**src/rtl/boot_jtag_pkg.sv**
```systemverilog
// Shared TAP definitions: 1149.1 state encoding, default opcodes, IR capture pattern
// and the TMS-driven next-state function used by boot_jtag_tap_fsm.
package boot_jtag_pkg;

    typedef enum logic [3:0] {
        EXIT2_DR   = 4'h0,
        EXIT1_DR   = 4'h1,
        SHIFT_DR   = 4'h2,
        PAUSE_DR   = 4'h3,
        SEL_IR     = 4'h4,
        UPDATE_DR  = 4'h5,
        CAPTURE_DR = 4'h6,
        SEL_DR     = 4'h7,
        EXIT2_IR   = 4'h8,
        EXIT1_IR   = 4'h9,
        SHIFT_IR   = 4'hA,
        PAUSE_IR   = 4'hB,
        RTI        = 4'hC,
        UPDATE_IR  = 4'hD,
        CAPTURE_IR = 4'hE,
        TLR        = 4'hF
    } tap_state_e;

    localparam logic [3:0] OP_IDCODE_DEF = 4'h1;
    localparam logic [3:0] OP_USER_DEF   = 4'h2;
    localparam logic [1:0] IR_CAPTURE_LSBS = 2'b01;
    localparam int         IDCODE_W = 32;

    function automatic tap_state_e tap_next(input tap_state_e s, input logic tms);
        tap_state_e n;
        case (s)
            TLR:        n = tms ? TLR       : RTI;
            RTI:        n = tms ? SEL_DR    : RTI;
            SEL_DR:     n = tms ? SEL_IR    : CAPTURE_DR;
            CAPTURE_DR: n = tms ? EXIT1_DR  : SHIFT_DR;
            SHIFT_DR:   n = tms ? EXIT1_DR  : SHIFT_DR;
            EXIT1_DR:   n = tms ? UPDATE_DR : PAUSE_DR;
            PAUSE_DR:   n = tms ? EXIT2_DR  : PAUSE_DR;
            EXIT2_DR:   n = tms ? UPDATE_DR : SHIFT_DR;
            UPDATE_DR:  n = tms ? SEL_DR    : RTI;
            SEL_IR:     n = tms ? TLR       : CAPTURE_IR;
            CAPTURE_IR: n = tms ? EXIT1_IR  : SHIFT_IR;
            SHIFT_IR:   n = tms ? EXIT1_IR  : SHIFT_IR;
            EXIT1_IR:   n = tms ? UPDATE_IR : PAUSE_IR;
            PAUSE_IR:   n = tms ? EXIT2_IR  : PAUSE_IR;
            EXIT2_IR:   n = tms ? UPDATE_IR : SHIFT_IR;
            UPDATE_IR:  n = tms ? SEL_DR    : RTI;
            default:    n = TLR;
        endcase
        return n;
    endfunction

endpackage

```
**src/rtl/boot_jtag_tap_fsm.sv**
```systemverilog
// TAP state register plus per-state strobes; tlr_next flags any transition landing
// in Test-Logic-Reset so the IR can be reloaded on that same edge.
module boot_jtag_tap_fsm
    import boot_jtag_pkg::*;
(
    input  logic       tck,
    input  logic       trstn,
    input  logic       tms,
    output tap_state_e state,
    output logic       tlr_next,
    output logic       capture_dr,
    output logic       shift_dr,
    output logic       update_dr,
    output logic       capture_ir,
    output logic       shift_ir,
    output logic       update_ir
);

    tap_state_e state_q;
    tap_state_e state_d;

    always_ff @(posedge tck or negedge trstn) begin
        if (!trstn) state_q <= TLR;
        else        state_q <= state_d;
    end

    always_comb begin
        state_d    = tap_next(state_q, tms);
        tlr_next   = (state_d == TLR);
        capture_dr = 1'b0;
        shift_dr   = 1'b0;
        update_dr  = 1'b0;
        capture_ir = 1'b0;
        shift_ir   = 1'b0;
        update_ir  = 1'b0;
        case (state_q)
            CAPTURE_DR: capture_dr = 1'b1;
            SHIFT_DR:   shift_dr   = 1'b1;
            UPDATE_DR:  update_dr  = 1'b1;
            CAPTURE_IR: capture_ir = 1'b1;
            SHIFT_IR:   shift_ir   = 1'b1;
            UPDATE_IR:  update_ir  = 1'b1;
            default: ;
        endcase
    end

    assign state = state_q;

endmodule

```
**src/rtl/boot_jtag_tap.sv**
```systemverilog
// Fabric-side 1149.1 TAP: IR, BYPASS, optional IDCODE and a USER DR with parallel
// capture/update. Define BOOT_JTAG_IDCODE_EN to include the IDCODE register.
module boot_jtag_tap
    import boot_jtag_pkg::*;
#(
    parameter int              IR_W       = 4,
    parameter int              DR_W       = 32,
    parameter logic [31:0]     IDCODE_VAL = 32'h1000_563F,
    parameter logic [IR_W-1:0] OP_IDCODE  = IR_W'(OP_IDCODE_DEF),
    parameter logic [IR_W-1:0] OP_USER    = IR_W'(OP_USER_DEF)
) (
    input  logic            BOOT_JTAG_TCK,
    input  logic            BOOT_JTAG_TRSTN,
    input  logic            BOOT_JTAG_TMS,
    input  logic            BOOT_JTAG_TDI,
    output logic            BOOT_JTAG_TDO,
    output logic            BOOT_JTAG_TDO_OE,
    input  logic [DR_W-1:0] USER_DR_IN,
    output logic [DR_W-1:0] USER_DR_OUT,
    output logic            USER_DR_UPDATE,
    output logic [IR_W-1:0] IR_OUT,
    output logic [3:0]      TAP_STATE
);

`ifdef BOOT_JTAG_IDCODE_EN
    localparam logic [IR_W-1:0] IR_RST = OP_IDCODE;
`else
    localparam logic [IR_W-1:0] IR_RST = '1;
`endif
    localparam logic [IR_W-1:0] IR_CAPTURE = IR_W'(IR_CAPTURE_LSBS);

    if (IDCODE_VAL[0] != 1'b1 || OP_IDCODE == OP_USER) begin : g_bad_cfg
        $error("boot_jtag_tap: IDCODE_VAL[0] must be 1 and opcodes must differ");
    end

    wire tck   = BOOT_JTAG_TCK;
    wire trstn = BOOT_JTAG_TRSTN;
    wire tdi   = BOOT_JTAG_TDI;

    tap_state_e state;
    logic tlr_next, capture_dr, shift_dr, update_dr, capture_ir, shift_ir, update_ir;

    boot_jtag_tap_fsm u_fsm (
        .tck        (tck),
        .trstn      (trstn),
        .tms        (BOOT_JTAG_TMS),
        .state      (state),
        .tlr_next   (tlr_next),
        .capture_dr (capture_dr),
        .shift_dr   (shift_dr),
        .update_dr  (update_dr),
        .capture_ir (capture_ir),
        .shift_ir   (shift_ir),
        .update_ir  (update_ir)
    );

    logic [IR_W-1:0] ir_shift, ir_q;
    logic [DR_W-1:0] user_shift;
    logic            bypass_q;
    logic            sel_user, sel_idcode, dr_lsb;

    always_ff @(posedge tck or negedge trstn) begin
        if (!trstn) begin
            ir_shift <= '0;
            ir_q     <= IR_RST;
        end else begin
            if (capture_ir)    ir_shift <= IR_CAPTURE;
            else if (shift_ir) ir_shift <= {tdi, ir_shift[IR_W-1:1]};
            if (tlr_next)       ir_q <= IR_RST;
            else if (update_ir) ir_q <= ir_shift;
        end
    end

    // Shift form below stays legal for a one-bit USER register.
    always_ff @(posedge tck or negedge trstn) begin
        if (!trstn) begin
            user_shift <= '0;
            bypass_q   <= 1'b0;
        end else begin
            if (capture_dr && sel_user)    user_shift <= USER_DR_IN;
            else if (shift_dr && sel_user) user_shift <= (user_shift >> 1) | (DR_W'(tdi) << (DR_W - 1));
            if (capture_dr)    bypass_q <= 1'b0;
            else if (shift_dr) bypass_q <= tdi;
        end
    end

`ifdef BOOT_JTAG_IDCODE_EN
    logic [IDCODE_W-1:0] id_shift;

    always_ff @(posedge tck or negedge trstn) begin
        if (!trstn)                      id_shift <= '0;
        else if (capture_dr && sel_idcode) id_shift <= IDCODE_VAL;
        else if (shift_dr && sel_idcode)   id_shift <= {tdi, id_shift[IDCODE_W-1:1]};
    end

    assign sel_idcode = (ir_q == OP_IDCODE);
`else
    assign sel_idcode = 1'b0;
`endif

    assign sel_user = (ir_q == OP_USER);

    always_comb begin
        dr_lsb = bypass_q;
        if (sel_user) dr_lsb = user_shift[0];
`ifdef BOOT_JTAG_IDCODE_EN
        else if (sel_idcode) dr_lsb = id_shift[0];
`endif
    end

    always_ff @(posedge tck or negedge trstn) begin
        if (!trstn) begin
            USER_DR_OUT    <= '0;
            USER_DR_UPDATE <= 1'b0;
        end else begin
            USER_DR_UPDATE <= update_dr && sel_user;
            if (update_dr && sel_user) USER_DR_OUT <= user_shift;
        end
    end

    // TDO launches on the falling edge so the host samples it cleanly on the next rise.
    always_ff @(negedge tck or negedge trstn) begin
        if (!trstn) begin
            BOOT_JTAG_TDO    <= 1'b0;
            BOOT_JTAG_TDO_OE <= 1'b0;
        end else begin
            BOOT_JTAG_TDO_OE <= shift_ir || shift_dr;
            BOOT_JTAG_TDO    <= shift_ir ? ir_shift[0] : (shift_dr ? dr_lsb : 1'b0);
        end
    end

    assign IR_OUT    = ir_q;
    assign TAP_STATE = state;

endmodule

```
**config.mk**
```make
export PLATFORM = sky130hd
export DESIGN_NAME = boot_jtag_tap
export DESIGN_NICKNAME = d
export VERILOG_FILES = /design/src/rtl/boot_jtag_pkg.sv /design/src/rtl/boot_jtag_tap_fsm.sv /design/src/rtl/boot_jtag_tap.sv
export SDC_FILE = /design/constraint.sdc
export NUM_CORES = 1
export LEC_CHECK = 0
export CAP_MARGIN = 5
export CORE_MARGIN = 5
export CORE_UTILIZATION = 46
export DETAILED_ROUTE_END_ITERATION = 8
export GPL_TIMING_DRIVEN = 0
export PLACE_DENSITY = 0.79
export SLEW_MARGIN = 20
export SYNTH_ARGS = -nofsm -noshare
export SYNTH_HDL_FRONTEND = slang
export SYNTH_SLANG_ARGS = --single-unit
```
**constraint.sdc**
```tcl
create_clock -name BOOT_JTAG_TCK -period 1.6 [get_ports BOOT_JTAG_TCK]
set_input_delay 0.24 -clock BOOT_JTAG_TCK [delete_from_list [all_inputs] [get_ports BOOT_JTAG_TCK]]
set_output_delay 0.24 -clock BOOT_JTAG_TCK [all_outputs]
set_load 0.005 [all_outputs]
```
==> impl_results.md <==
* Status: finished with violations
* Failing checks: setup timing
* Root buffer cell: clkbuf_8
* Ports at 79
* Most common cell after layout, fill and taps aside: dfrtp_1
* WL/cell at 16.07 um
* Clk network pwr share at 21.2%
* Tightest Hold Check Type: in -> async
* Count of final setup violators at 68
* Via Count at 2300
* Longest Clk Path Bufs at 2
* Mapped Cells at 244
* Clk_lat worst skew at 0.34 ns
* Final Skew at 0.01270 ns
* Post-synth cell types at 28
* Core Region at 7727 um2
* FF+latch count, synth at 80
* Slew HR at 81.29%
* Maximum fanout along the worst path at 2
* WP data arrival at 1.47 ns
* Worst Reg2Reg Path Length in Cells at 3
* Worst R2R Setup Slack at -0.51 ns
* Net load switching power at 1.999 mW
* Max layer used: met4
* Primary FF master, synth: dfrtp_1
* Grt ovf at 0
* Pleak at 2.630 nW
* Worst path cell trace: nor4b_4, mux2i_1, a2111oi_2
* Setup slack after layout at -0.5096 ns
* Max-cap violations at 0
* CTS tree: yes
* Die ar. at 9816 um2
* Mapped cell area at 3650 um2
* IO buf count at 78
* Number of flops mapped to enable cells by yosys at 0
* Vias in the first global route at 2457
* Syn_area_per_cell at 14.96 um2
* Wl on met1 at 3371 um
* Final hold vios at 0
* First-pass GRT wire length at 12670 um
* Asr flop ratio synth at 100.0%
* Nets at 399
* Setup Crit Path Kind: reg -> reg
* Vias/cell at 4.894
* Reg2reg start: IR_OUT[1]$_DFFE_PN1P_
* Max VDD drop at 1.044 mV
* Starting Density at 47.23%
* Sequential area share after synthesis at 55.13%
* Synth-to-layout area growth at 44.33%
* Fin. max-slew vios at 0
* Crit-path max cell delay at 0.54 ns
* Commonest cells after routing, fill and taps aside: dfrtp_1, clkdlybuf4s50_1, mux2_2
* Worst-margin pin slew at 0.2795 ns
* CTS Sinks at 80
* Initial antenna violation count at 0
* CTS buffer count at 9
* Remaining antenna violation count after routing at 0
* Syn Nets at 280
* Antenna cell count at 0
* Htree depth at 3
* DRC viols at 0
* All-Layer GR Usage at 16.33%
* Area contributors post-synth: dfrtp_1, mux2_2, mux2_4, dfstp_2, buf_6
* Seq pwr share at 42.9%
* Clock-pin slew on the worst setup and hold paths at 0.09 ns
* Placed cells at 425
* Cell taking the most area after synthesis: dfrtp_1
* Internal power at 4.757 mW
* Worst Path Required at 0.96 ns
* Startpoint types: register
* Final Non-Filler Cells at 470
* Hpwl dp at 4804 um
* Share of cells above drive strength 1 at 46.74%
* Die Span Y at 99.08 um
* Smallest hold slack at 0.4236 ns
* RR Endpoint: BOOT_JTAG_TDO$_DFF_NN0_
* Total Wirelength at 7552 um
* Initial DRC Count at 29
* RSZ-0062 raised after global routing: yes
* Logic gate share of total power at 35.9%
* Synth top area share at 47.99%
* Final GP Congestion at 0.8100
* CP max stage cell: dfstp_2
* Largest net degree at the start of global routing at 50
* PwrDens at 1282 nW/um2
* Routed wl met2 at 3765 um
* WL met3 at 344 um
* Initial DRT Pass Iterations at 4
* Synth Warn # at 0
* Die X at 99.08 um
* Switching part of the total at 29.58%
* Critical Path End Type: register
* # rows at 32
[routing by layer]
layer  up-vias  track usage, %
met2        61           26.14
met5         -               0
li1       1110               -
met1      1123           22.11
met3         6           3.751
met4         0           5.042
[worst max path at each step]
stage / startpoint / slack (ns) / endpoint
5_1_grt: IR_OUT[1]$_DFFE_PN1P_ / -0.59 / BOOT_JTAG_TDO$_DFF_NN0_
3_5_place_dp: IR_OUT[1]$_DFFE_PN1P_ / -0.66 / BOOT_JTAG_TDO$_DFF_NN0_
2_1_floorplan: IR_OUT[1]$_DFFE_PN1P_ / -0.55 / BOOT_JTAG_TDO$_DFF_NN0_
6_report: IR_OUT[1]$_DFFE_PN1P_ / -0.51 / BOOT_JTAG_TDO$_DFF_NN0_
3_3_place_gp: BOOT_JTAG_TRSTN / -3.17 / BOOT_JTAG_TDO$_DFF_NN0_
4_1_cts: IR_OUT[1]$_DFFE_PN1P_ / -0.51 / BOOT_JTAG_TDO$_DFF_NN0_
[cell usage after synthesis, drive strengths merged, types with 3 or more instances]
cell type and count:
nand2b 5, buf 8, mux2 95, inv 3, a21oi 3, nor2 4
mux2i 5, dfstp 8, nand2 15, o21ai 7, clkbuf 6, dfrtp 70
[per-stage QoR]
stage / power, mW / setup WS (ns) / cell area, um2 / util [%] / TNS (ns)
3_5_place_dp: 4.953 / -0.6613 / 4597 / 59.49 / -12.68
5_1_grt: 7.194 / -0.5855 / 5268 / 68.17 / -22.09
3_3_place_gp: 4.884 / -3.167 / 4572 / 59.16 / -207.58
2_1_floorplan: 4.230 / -0.5511 / 3664 / - / -3.551
4_1_cts: 6.727 / -0.5116 / 5264 / 68.12 / -17.17
6_report: 6.755 / -0.5096 / 5268 / 68.17 / -16.65
[power by group through the flow]
stage	Sequential (mW)	Combinational, mW	Clock [mW]
after detailed placement	2.91	2.04	0
after global routing	2.97	2.64	1.58
after CTS	2.86	2.39	1.48
after floorplan	2.84	1.39	0
final	2.90	2.43	1.43
after global placement	2.90	1.99	0
[repair_timing]
| item | 4_1_cts | 5_1_grt |
|---|---|---|
| endpoints found under the hold margin | 31 | 0 |
| resized for setup | 41 | 8 |
| endpoints found under the setup margin | 78 | 73 |
| setup buffers | 23 | 1 |
| pin swaps | 2 | 1 |
| cloned | 5 | 0 |
| hold buffers | 2 | 0 |
[sequential cells by signal (all words and copies together) (netlist names)]
name / count
USER_DR_OUT: 32
u_fsm.state: 4
ir_shift: 4
BOOT_JTAG_TDO_OE: 1
user_shift: 32
BOOT_JTAG_TDO: 1
bypass_q: 1
USER_DR_UPDATE: 1
IR_OUT: 4
[cells by family (layout without fill, tap and decap cells)]
group,after synthesis,after routing,share of synthesized area [%]
compound gates,16,16,2.743
buf+inv,17,141,3.051
mux,100,100,33.66
flops,80,80,55.13
simple gates,31,31,5.416
[final cells by class]
| class | instances | area (um2) |
|---|---|---|
| multi-input combinational | 147 | 1549 |
| inverter | 3 | 15.01 |
| sequential | 80 | 2012 |
| clock inverter | 6 | 60.06 |
| clock buffer | 10 | 127.6 |
| buffer | 13 | 180.2 |
| fill | 536 | 2460 |
| timing repair buffer | 109 | 1196 |
| tap | 102 | 127.6 |
[worst max-delay path, delay by kind of cell (launching register included)]
kind | cells | cell delay (ns)
flip-flops | 1 | 0.54
multiplexers | 1 | 0.26
AND/OR/NAND/NOR | 1 | 0.26
AO/OA/AOI/OAI | 1 | 0.09
Note: power is estimated with default switching activity, not from simulation.
==> edit: new RTL, same settings <==
The output `BOOT_JTAG_TDO_OE` loses its register stage (`BOOT_JTAG_TDO_OE` becomes a continuous assignment).
--- a/src/rtl/boot_jtag_tap.sv
+++ b/src/rtl/boot_jtag_tap.sv
@@ -122,12 +122,12 @@
     always_ff @(negedge tck or negedge trstn) begin
         if (!trstn) begin
             BOOT_JTAG_TDO    <= 1'b0;
-            BOOT_JTAG_TDO_OE <= 1'b0;
         end else begin
-            BOOT_JTAG_TDO_OE <= shift_ir || shift_dr;
             BOOT_JTAG_TDO    <= shift_ir ? ir_shift[0] : (shift_dr ? dr_lsb : 1'b0);
         end
     end
+
+    assign BOOT_JTAG_TDO_OE = shift_ir || shift_dr;
 
     assign IR_OUT    = ir_q;
     assign TAP_STATE = state;
Check against the original RTL: not checked (the comparison handles one clock edge and no latches or derived clocks); the edit may change what the design does.
==> edit against the unedited design <==
The flow still finishes with violations (setup timing). Largest power group unchanged. Worst setup slack better by 0.011 ns. Synthesized area down 0.69%. Sequential power shrank 1%. Power grew 4.7%. Sequential cell count down 1. Wire length grew 0.46%. Sequential share of layout area shrank 0.57 points. Synthesized cell count down 0.41%. Design area grew 0.26%. Critical endpoint unchanged.
==> edit: results (changes against the unedited design) <==
INFO  metric cts_num_sinks = 79 (-1.3%)
INFO  metric timing.setup.tns = -12.66 ns (+4.00 ns)
INFO  metric worst-endpoint-arrival = 1.61 ns (+0.14 ns)
INFO  metric setup_slack = -0.498 ns (+0.0112 ns)
INFO  metric syn_avg_cell_area = 14.9 um^2 (-0.28%)
INFO  metric report.final.setup_viol = 66 (-2.9%)
INFO  metric grt_pass1_vias = 2516 (+2.4%)
INFO  metric outcome = finished, violations left
INFO  metric register_area = 1990 um^2 (-1.2%)
INFO  metric netSwitchingFraction = 0.279 (-0.0169)
INFO  metric fillerInstances = 553 (+3.2%)
INFO  metric multi_input_combinational_cell_area = 1550 um^2 (+0.32%)
INFO  metric clk_share = 0.0452 (+0.00962)
INFO  metric timing_worst_slew_pin_value = 0.283 ns (+0.00371 ns)
INFO  metric bufAreaShareNonClock = 0.257 (-0.00400)
INFO  metric vdd_ir_drop_max = 0.000992 V (-4.9%)
INFO  metric final.signal_buffer_count = 120 (-1.6%)
INFO  metric wire_length_of_the_first_global_routing_pass = 12800 um (+1.4%)
INFO  metric vias = 2286 (-0.61%)
INFO  metric synth_compound_area_frac = 0.0276 (+0.000189)
INFO  metric synth-seq-area-share = 0.548 (-0.00310)
INFO  metric pin_count_of_the_biggest_net_entering_global_routing = 51 (+2.0%)
INFO  metric placement.cell_area = 4570 um^2 (-0.63%)
INFO  metric finalWirelength = 7590 um (+0.46%)
INFO  metric pre_cts_slack = -0.683 ns (-0.0215 ns)
INFO  metric hold_slack = 0.421 ns (-0.00274 ns)
INFO  metric ys_top_cells_by_area = sky130_fd_sc_hd__dfrtp_1 (48%), sky130_fd_sc_hd__mux2_2 (21%), sky130_fd_sc_hd__mux2_4 (12%)
INFO  metric synth_mux_area_frac = 0.339 (+0.00232)
INFO  metric detailedRoute.firstIterationViolations = 63 (+120%)
INFO  metric drive_gt1_frac = 0.458 (-0.00986)
INFO  metric violations = setup timing
INFO  metric synth.net_count = 279 (-0.36%)
INFO  metric routedWlPerCell = 16.2 um (+1.1%)
==> edit: cell count changes after synthesis, sizes merged <==
cell   unedited run  this run
dfrtn             2         1
==> edit: power groups by stage <==
stage	clock [W]	combinational [W]	sequential, W
after global routing	0.00190	0.00268	0.00293
final	0.00175	0.00246	0.00286
after detailed placement	0	0.00205	0.00289
after floorplan	0	0.00138	0.00281
after global placement	0	0.00198	0.00286
after CTS	0.00181	0.00230	0.00284
==> edit: routing by layer <==
metal | track usage | vias to the layer above | wire length, um
li1 | - | 1097 | -
met1 | 0.218 | 1133 | 3430
met2 | 0.273 | 52 | 3790
met3 | 0.0340 | 4 | 329
met4 | 0.0378 | 0 | 37
met5 | 0 | - | 0
==> edit: worst reg2reg max path, stage by stage, from the launching register on <==
cell and delay, ns:
sky130_fd_sc_hd__dfstp_2 0.54, sky130_fd_sc_hd__nor4b_4 0.26, sky130_fd_sc_hd__mux2i_1 0.13, sky130_fd_sc_hd__a2111oi_2 0.35
